[src/rtl/mem_port_arbiter.sv]
// mem_port_arbiter
// Shares one single-ported, variable-latency memory between the instruction
// fetch (IF) and data access (MEM) requesters. A request is served in three
// phases: grant in IDLE, bus transaction in BUSY_F/BUSY_D, and one RESP cycle
// in which the completion pulse is presented. Data accesses win over fetches.
// A fetch that is aborted while on the bus is still run to its ack, because a
// started transaction cannot be cancelled, but its result is discarded.
//
// Ports
//   clk, reset_x           clock (rising edge), async active-low reset
//   i_fetch*, o_fetch*     IF requester: req/addr/abort in, data/valid out
//   i_data*, o_data*       MEM requester: req/write/addr/wdata/size in,
//                          rdata/valid out
//   o_mem*, i_mem*         memory side: req/write/addr/wdata/size out,
//                          ack/rdata in
//   o_stallF, o_stallM     combinational stall requests to the hazard unit
module mem_port_arbiter #(
  parameter int ADDR_W = 32,
  parameter int DATA_W = 32
) (
  input  logic              clk,
  input  logic              reset_x,
  input  logic              i_fetchReq,
  input  logic [ADDR_W-1:0] i_fetchAddr,
  input  logic              i_fetchAbort,
  output logic [DATA_W-1:0] o_fetchData,
  output logic              o_fetchValid,
  input  logic              i_dataReq,
  input  logic              i_dataWrite,
  input  logic [ADDR_W-1:0] i_dataAddr,
  input  logic [DATA_W-1:0] i_dataWdata,
  input  logic [1:0]        i_dataSize,
  output logic [DATA_W-1:0] o_dataRdata,
  output logic              o_dataValid,
  output logic              o_memReq,
  output logic              o_memWrite,
  output logic [ADDR_W-1:0] o_memAddr,
  output logic [DATA_W-1:0] o_memWdata,
  output logic [1:0]        o_memSize,
  input  logic              i_memAck,
  input  logic [DATA_W-1:0] i_memRdata,
  output logic              o_stallF,
  output logic              o_stallM
);

  typedef enum logic [1:0] {
    IDLE   = 2'd0,
    BUSY_F = 2'd1,
    BUSY_D = 2'd2,
    RESP   = 2'd3
  } state_t;

  localparam logic [1:0] SIZE_WORD = 2'd2;

  state_t              state_q, state_d;
  logic                drop_q, drop_d;
  logic                mem_req_q, mem_req_d;
  logic                mem_write_q, mem_write_d;
  logic [ADDR_W-1:0]   mem_addr_q, mem_addr_d;
  logic [DATA_W-1:0]   mem_wdata_q, mem_wdata_d;
  logic [1:0]          mem_size_q, mem_size_d;
  logic [DATA_W-1:0]   fetch_data_q, fetch_data_d;
  logic                fetch_valid_q, fetch_valid_d;
  logic [DATA_W-1:0]   data_rdata_q, data_rdata_d;
  logic                data_valid_q, data_valid_d;

  // Grant decisions, only meaningful in IDLE. Data has priority; an abort in
  // the same cycle suppresses the fetch grant.
  logic grant_data, grant_fetch;
  assign grant_data  = i_dataReq;
  assign grant_fetch = ~i_dataReq & i_fetchReq & ~i_fetchAbort;

  // State and output registers
  always_ff @(posedge clk or negedge reset_x) begin
    if (!reset_x) begin
      state_q       <= IDLE;
      drop_q        <= 1'b0;
      mem_req_q     <= 1'b0;
      mem_write_q   <= 1'b0;
      mem_addr_q    <= '0;
      mem_wdata_q   <= '0;
      mem_size_q    <= 2'd0;
      fetch_data_q  <= '0;
      fetch_valid_q <= 1'b0;
      data_rdata_q  <= '0;
      data_valid_q  <= 1'b0;
    end else begin
      state_q       <= state_d;
      drop_q        <= drop_d;
      mem_req_q     <= mem_req_d;
      mem_write_q   <= mem_write_d;
      mem_addr_q    <= mem_addr_d;
      mem_wdata_q   <= mem_wdata_d;
      mem_size_q    <= mem_size_d;
      fetch_data_q  <= fetch_data_d;
      fetch_valid_q <= fetch_valid_d;
      data_rdata_q  <= data_rdata_d;
      data_valid_q  <= data_valid_d;
    end
  end

  // Next-state logic
  always_comb begin
    state_d = state_q;
    case (state_q)
      IDLE: begin
        if (grant_data) begin
          state_d = BUSY_D;
        end else if (grant_fetch) begin
          state_d = BUSY_F;
        end
      end
      BUSY_F, BUSY_D: begin
        if (i_memAck) begin
          state_d = RESP;
        end
      end
      RESP:    state_d = IDLE;
      default: state_d = IDLE;
    endcase
  end

  // Output logic: next values of the registered outputs
  always_comb begin
    drop_d        = drop_q;
    mem_req_d     = mem_req_q;
    mem_write_d   = mem_write_q;
    mem_addr_d    = mem_addr_q;
    mem_wdata_d   = mem_wdata_q;
    mem_size_d    = mem_size_q;
    fetch_data_d  = fetch_data_q;
    fetch_valid_d = 1'b0;
    data_rdata_d  = data_rdata_q;
    data_valid_d  = 1'b0;
    case (state_q)
      IDLE: begin
        if (grant_data) begin
          mem_req_d   = 1'b1;
          mem_write_d = i_dataWrite;
          mem_addr_d  = i_dataAddr;
          mem_wdata_d = i_dataWdata;
          mem_size_d  = i_dataSize;
        end else if (grant_fetch) begin
          mem_req_d   = 1'b1;
          mem_write_d = 1'b0;
          mem_addr_d  = i_fetchAddr;
          mem_size_d  = SIZE_WORD;
        end
      end
      BUSY_F: begin
        if (i_fetchAbort) begin
          drop_d = 1'b1;
        end
        if (i_memAck) begin
          mem_req_d = 1'b0;
          // An abort arriving together with the ack also discards the result.
          if (!(drop_q || i_fetchAbort)) begin
            fetch_valid_d = 1'b1;
            fetch_data_d  = i_memRdata;
          end
        end
      end
      BUSY_D: begin
        if (i_memAck) begin
          mem_req_d    = 1'b0;
          data_valid_d = 1'b1;
          // Stores complete without disturbing the last load result.
          if (!mem_write_q) begin
            data_rdata_d = i_memRdata;
          end
        end
      end
      RESP: begin
        drop_d = 1'b0;
      end
      default: begin
        drop_d = 1'b0;
      end
    endcase
  end

  assign o_fetchData  = fetch_data_q;
  assign o_fetchValid = fetch_valid_q;
  assign o_dataRdata  = data_rdata_q;
  assign o_dataValid  = data_valid_q;
  assign o_memReq     = mem_req_q;
  assign o_memWrite   = mem_write_q;
  assign o_memAddr    = mem_addr_q;
  assign o_memWdata   = mem_wdata_q;
  assign o_memSize    = mem_size_q;

  assign o_stallF = i_fetchReq & ~fetch_valid_q;
  assign o_stallM = i_dataReq & ~data_valid_q;

endmodule
[config.mk]
export PLATFORM = sky130hd
export DESIGN_NAME = mem_port_arbiter
export DESIGN_NICKNAME = d
export VERILOG_FILES = /design/src/rtl/mem_port_arbiter.sv
export SDC_FILE = /design/constraint.sdc
export NUM_CORES = 1
export LEC_CHECK = 0
export BUFFER_PORTS_ARGS = -buffer_cell sky130_fd_sc_hd__buf_4
export CELL_PAD_IN_SITES_DETAIL_PLACEMENT = 2
export CELL_PAD_IN_SITES_GLOBAL_PLACEMENT = 2
export CORE_MARGIN = 10
export CORE_UTILIZATION = 27
export DETAILED_ROUTE_END_ITERATION = 7
export GPL_ROUTABILITY_DRIVEN = 0
export HOLD_SLACK_MARGIN = 0.15
export MAX_ROUTING_LAYER = met4
export PLACE_DENSITY_LB_ADDON = 0.1
export SLEW_MARGIN = 40
export SYNTH_ARGS = -nofsm -noshare
export SYNTH_HDL_FRONTEND = slang
export SYNTH_SLANG_ARGS = --single-unit
export TNS_END_PERCENT = 20
[constraint.sdc]
create_clock -name clk -period 1.61 [get_ports clk]
set_input_delay 0.2415 -clock clk [delete_from_list [all_inputs] [get_ports clk]]
set_output_delay 0.2415 -clock clk [all_outputs]
set_load 0.05 [all_outputs]
==> flow_summary.yaml <==
outcome:
  outcome: "finished with violations"
  violations: "setup timing"
detailed_routing:
  drtIter0Drc: 144
  drt_pre_antenna_iters: 4
  route.detailed.vias_per_inst: 4.38
  via_count: 4369
  drc_viols: 0
  wl_mm: 21.6
  wire_per_inst_um: 21.7
  route.antenna.remaining_nets: 0
synth:
  synth_top_family_by_area: "multiplexers"
  syn_nets: 494
  synth_warnings: 0
  synth-adder-area-share_pct: 1.33
  synth.area.top_cells: "dfrtp_1 61%, mux2_2 32%, ha_1 1.3%"
  yosys.area_share.xor_xnor_pct: 0
  synth_compound_area_share_pct: 1.44
  ys_ff_latch: 137
  sequential_to_total_area_share_from_yosys_stat_pct: 60.8
  synth.cell_area_um2: 5640
  yosys.area_share.simple_pct: 1.62
  synth_top_cell_area_share_pct: 60.8
  synth_top_cell_by_area: "dfrtp_1"
  synth_cell_types: 23
  synth.mux.area_fraction_pct: 32.4
  synth.avg_cell_area_um2: 16.1
  synthCells: 351
placement:
  pre_cts_slack_ns: -0.0373
  place.detailed.hpwl_mm: 15.3
  io_buffer_count: 272
layout:
  n_fill_cell: 1985
  syn_to_final_growth_pct: 69.9
  layout-drive-gt1-share_pct: 67.9
  antennaDiodeCount: 0
  layout.nets: 858
pwr:
  pwr_density_cell_nw_per_um2: 2440
  ir_worst_vdd_uv: 1320
  total_power_mw: 23.3
  total_leakage_power_nw: 4.51
clock_network:
  clock_path_buffers: 2
  cts_num_sinks: 137
  clkSlewWorstSetupHoldPaths_ns: 0.06
  tritoncts: "done"
  cts-htree-levels: 4
  cts_root_buffer: "clkbuf_16"
  clock_insertion_delay_worst_skew_ns: 0.42
  cts_buffers: 17
worst_setup_path:
  timing.critical_path.required_ns: 1.90
  worstSetupEndpointType: "flop"
  worst-r2r-cell-count: 6
  terminus_of_the_critical_flop_to_flop_path: "o_fetchData[1]"
  worst-endpoint-arrival_ns: 1.96
  crit-reg2reg-launch: "state_q[1]"
  worstSetupPathType: "reg2reg"
  worst-r2r-setup-slack_ns: -0.05
  start_kind: "flop"
  timing.critical_path.fanout_max: 9
timing:
  hold_slack_ns: 0.178
  timing.final.max_slew_violations: 0
  final_report_hold_violation_count: 0
  finClkSkew_ns: 0.0109
  unrepaired_setup_endpoints_after_global_routing: "yes"
  timing.slew.headroom_pct: 79.6
  worst_slew_pin_slew_ns: 0.306
  final_critical_path_setup_slack_ns: -0.0539
  timing.setup.tns_ns: -1.38
  timing.final.crit_share_pct: 103
  timing.fmax_mhz: 601
  final_critical_path_required_period_ns: 1.66
  finalSetupViolCount: 53
floorplan:
  fp.coreArea_um2: 20400
  total_die_area_um2: 27100
  initial_utilization_pct: 27.7
  ports: 273
  num_rows: 52
  dieHeight_um: 164
  die_x_um: 164
grt:
  antenna_found_initial: 0
  first_pass_grt_wire_length_mm: 31.5
  globalRouteOverflowTotal: 0
  first_global_vias: 5232
  grt_max_degree: 44
  gr-usage-all-layers_pct: 15.7
flow_run:
  max_cap_viol_count: 0
worst_hold_path:
  timing.hold.worst_endpoint: "drop_q"
  holdPathStages: 3
  timing.hold.worst.class: "in2reg"
  worstHoldStart: "i_fetchAbort"
## flip-flops by register name, indices dropped and copies added (netlist names)
signal,count
o_memSize,2
o_fetchValid,1
o_memAddr,32
o_dataValid,1
drop_q,1
o_fetchData,32
state_q,2
o_memWdata,32
o_memReq,1
o_memWrite,1
o_dataRdata,32
## cell type report
cell class	count	area, µm²	area share, %
well taps	270	338	3.53
multi-input cells	192	2170	22.6
clock buffers	18	439	4.59
repair buffers	362	3050	31.8
flip-flops and latches	137	3430	35.8
inverters	5	18.8	0.196
clock inverters	14	138	1.44
## routing by layer
layer / track usage [%] / vias up / share of wire (%) / routed length (µm)
met2: 28.3 / 136 / 55 / 11800
met5: - / - / 0 / 0
li1: - / 1976 / - / -
met4: 4.51 / 0 / 1.3 / 287
met3: 5.70 / 16 / 7.3 / 1590
met1: 15.6 / 2241 / 37 / 7970
## worst max-delay path by stage
| stage | start | endpoint | slack [ns] | cells past startpoint |
|---|---|---|---|---|
| finish | state_q[1] | o_fetchData[1] | -0.05 | 6 |
| CTS | state_q[0] | o_fetchData[22] | -0.05 | 5 |
| global route | state_q[1] | o_fetchData[27] | -0.10 | 6 |
| detailed placement | state_q[0] | o_fetchData[1] | -0.04 | 5 |
| floorplan | state_q[1] | o_fetchData[10] | -0.03 | 5 |
| global placement | state_q[0] | o_fetchData[21] | 0.02 | 5 |
## power by group
part	leakage, nW	switching [mW]	internal, mW
clock network	0.278	1.64	2.20
registers	1.64	1.00	5.19
logic	2.60	8.58	4.72
## cells by family after synthesis
family,count (synthesis)
AOI/OAI and AO/OA,11
adders and majority gates,6
buffers and inverters,22
DFF,137
muxes,162
and+or+nand+nor,13
## critical path, stage by stage, from the launching register on
cell and delay [ns]:
dfrtp_1 0.41, inv_2 0.12, ha_4 0.14, nor4b_4 0.19, buf_6 0.19, buf_12 0.15
mux2_2 0.35
## Yosys cell counts, drive strengths merged
cell     instances
a21oi            1
a2bb2oi          1
a32o             2
and2             1
buf             16
clkbuf           1
dfrtp          137
ha               6
inv              5
mux2           162
nand2            2
nand2b           3
nand3b           2
nor2             2
nor2b            2
nor4b            1
o21a             1
o21ai            4
o221a            1
o22a             1
## repair_timing
| item | in CTS | in global routing |
|---|---|---|
| hold buffers | 69 | 0 |
| resized for setup | 0 | 22 |
| cloned | 0 | 4 |
| pin swaps | 1 | 1 |
| buffers inserted | 0 | 2 |
| hold endpoints to repair | 237 | 0 |
| setup endpoints to repair | 68 | 98 |
## cells in the final DEF, fill, tap and decap left out
cell and count:
buf_4 280, mux2_2 145, dfrtp_1 137, dlygate4sd3_1 69, clkbuf_16 20, mux2_4 17
buf_12 7, clkinv_4 5, inv_6 5, o21ai_0 4, ha_1 4, inv_1 3
nand2b_1 3, inv_2 2, nor2b_1 2, nor2_1 2, nand2_1 2, a32o_1 2
nand3b_1 2, ha_4 2, clkinvlp_4 2, buf_6 2, nor4b_4 1, and2_1 1
a2bb2oi_1 1, o21a_4 1, o221a_2 1, o22a_1 1, a21oi_1 1, clkbuf_8 1
clkinv_2 1, bufinv_16 1, buf_8 1
## through the flow
step           area [µm²]  instances  utilization (%)
2_1_floorplan        5660        351                -
3_3_place_gp         8120        891             39.9
3_5_place_dp         8120        891             39.9
4_1_cts              9390        992             46.1
5_1_grt              9580        998             47.0
6_report             9580        998             47.0
Note: power is estimated with default switching activity, not from simulation.
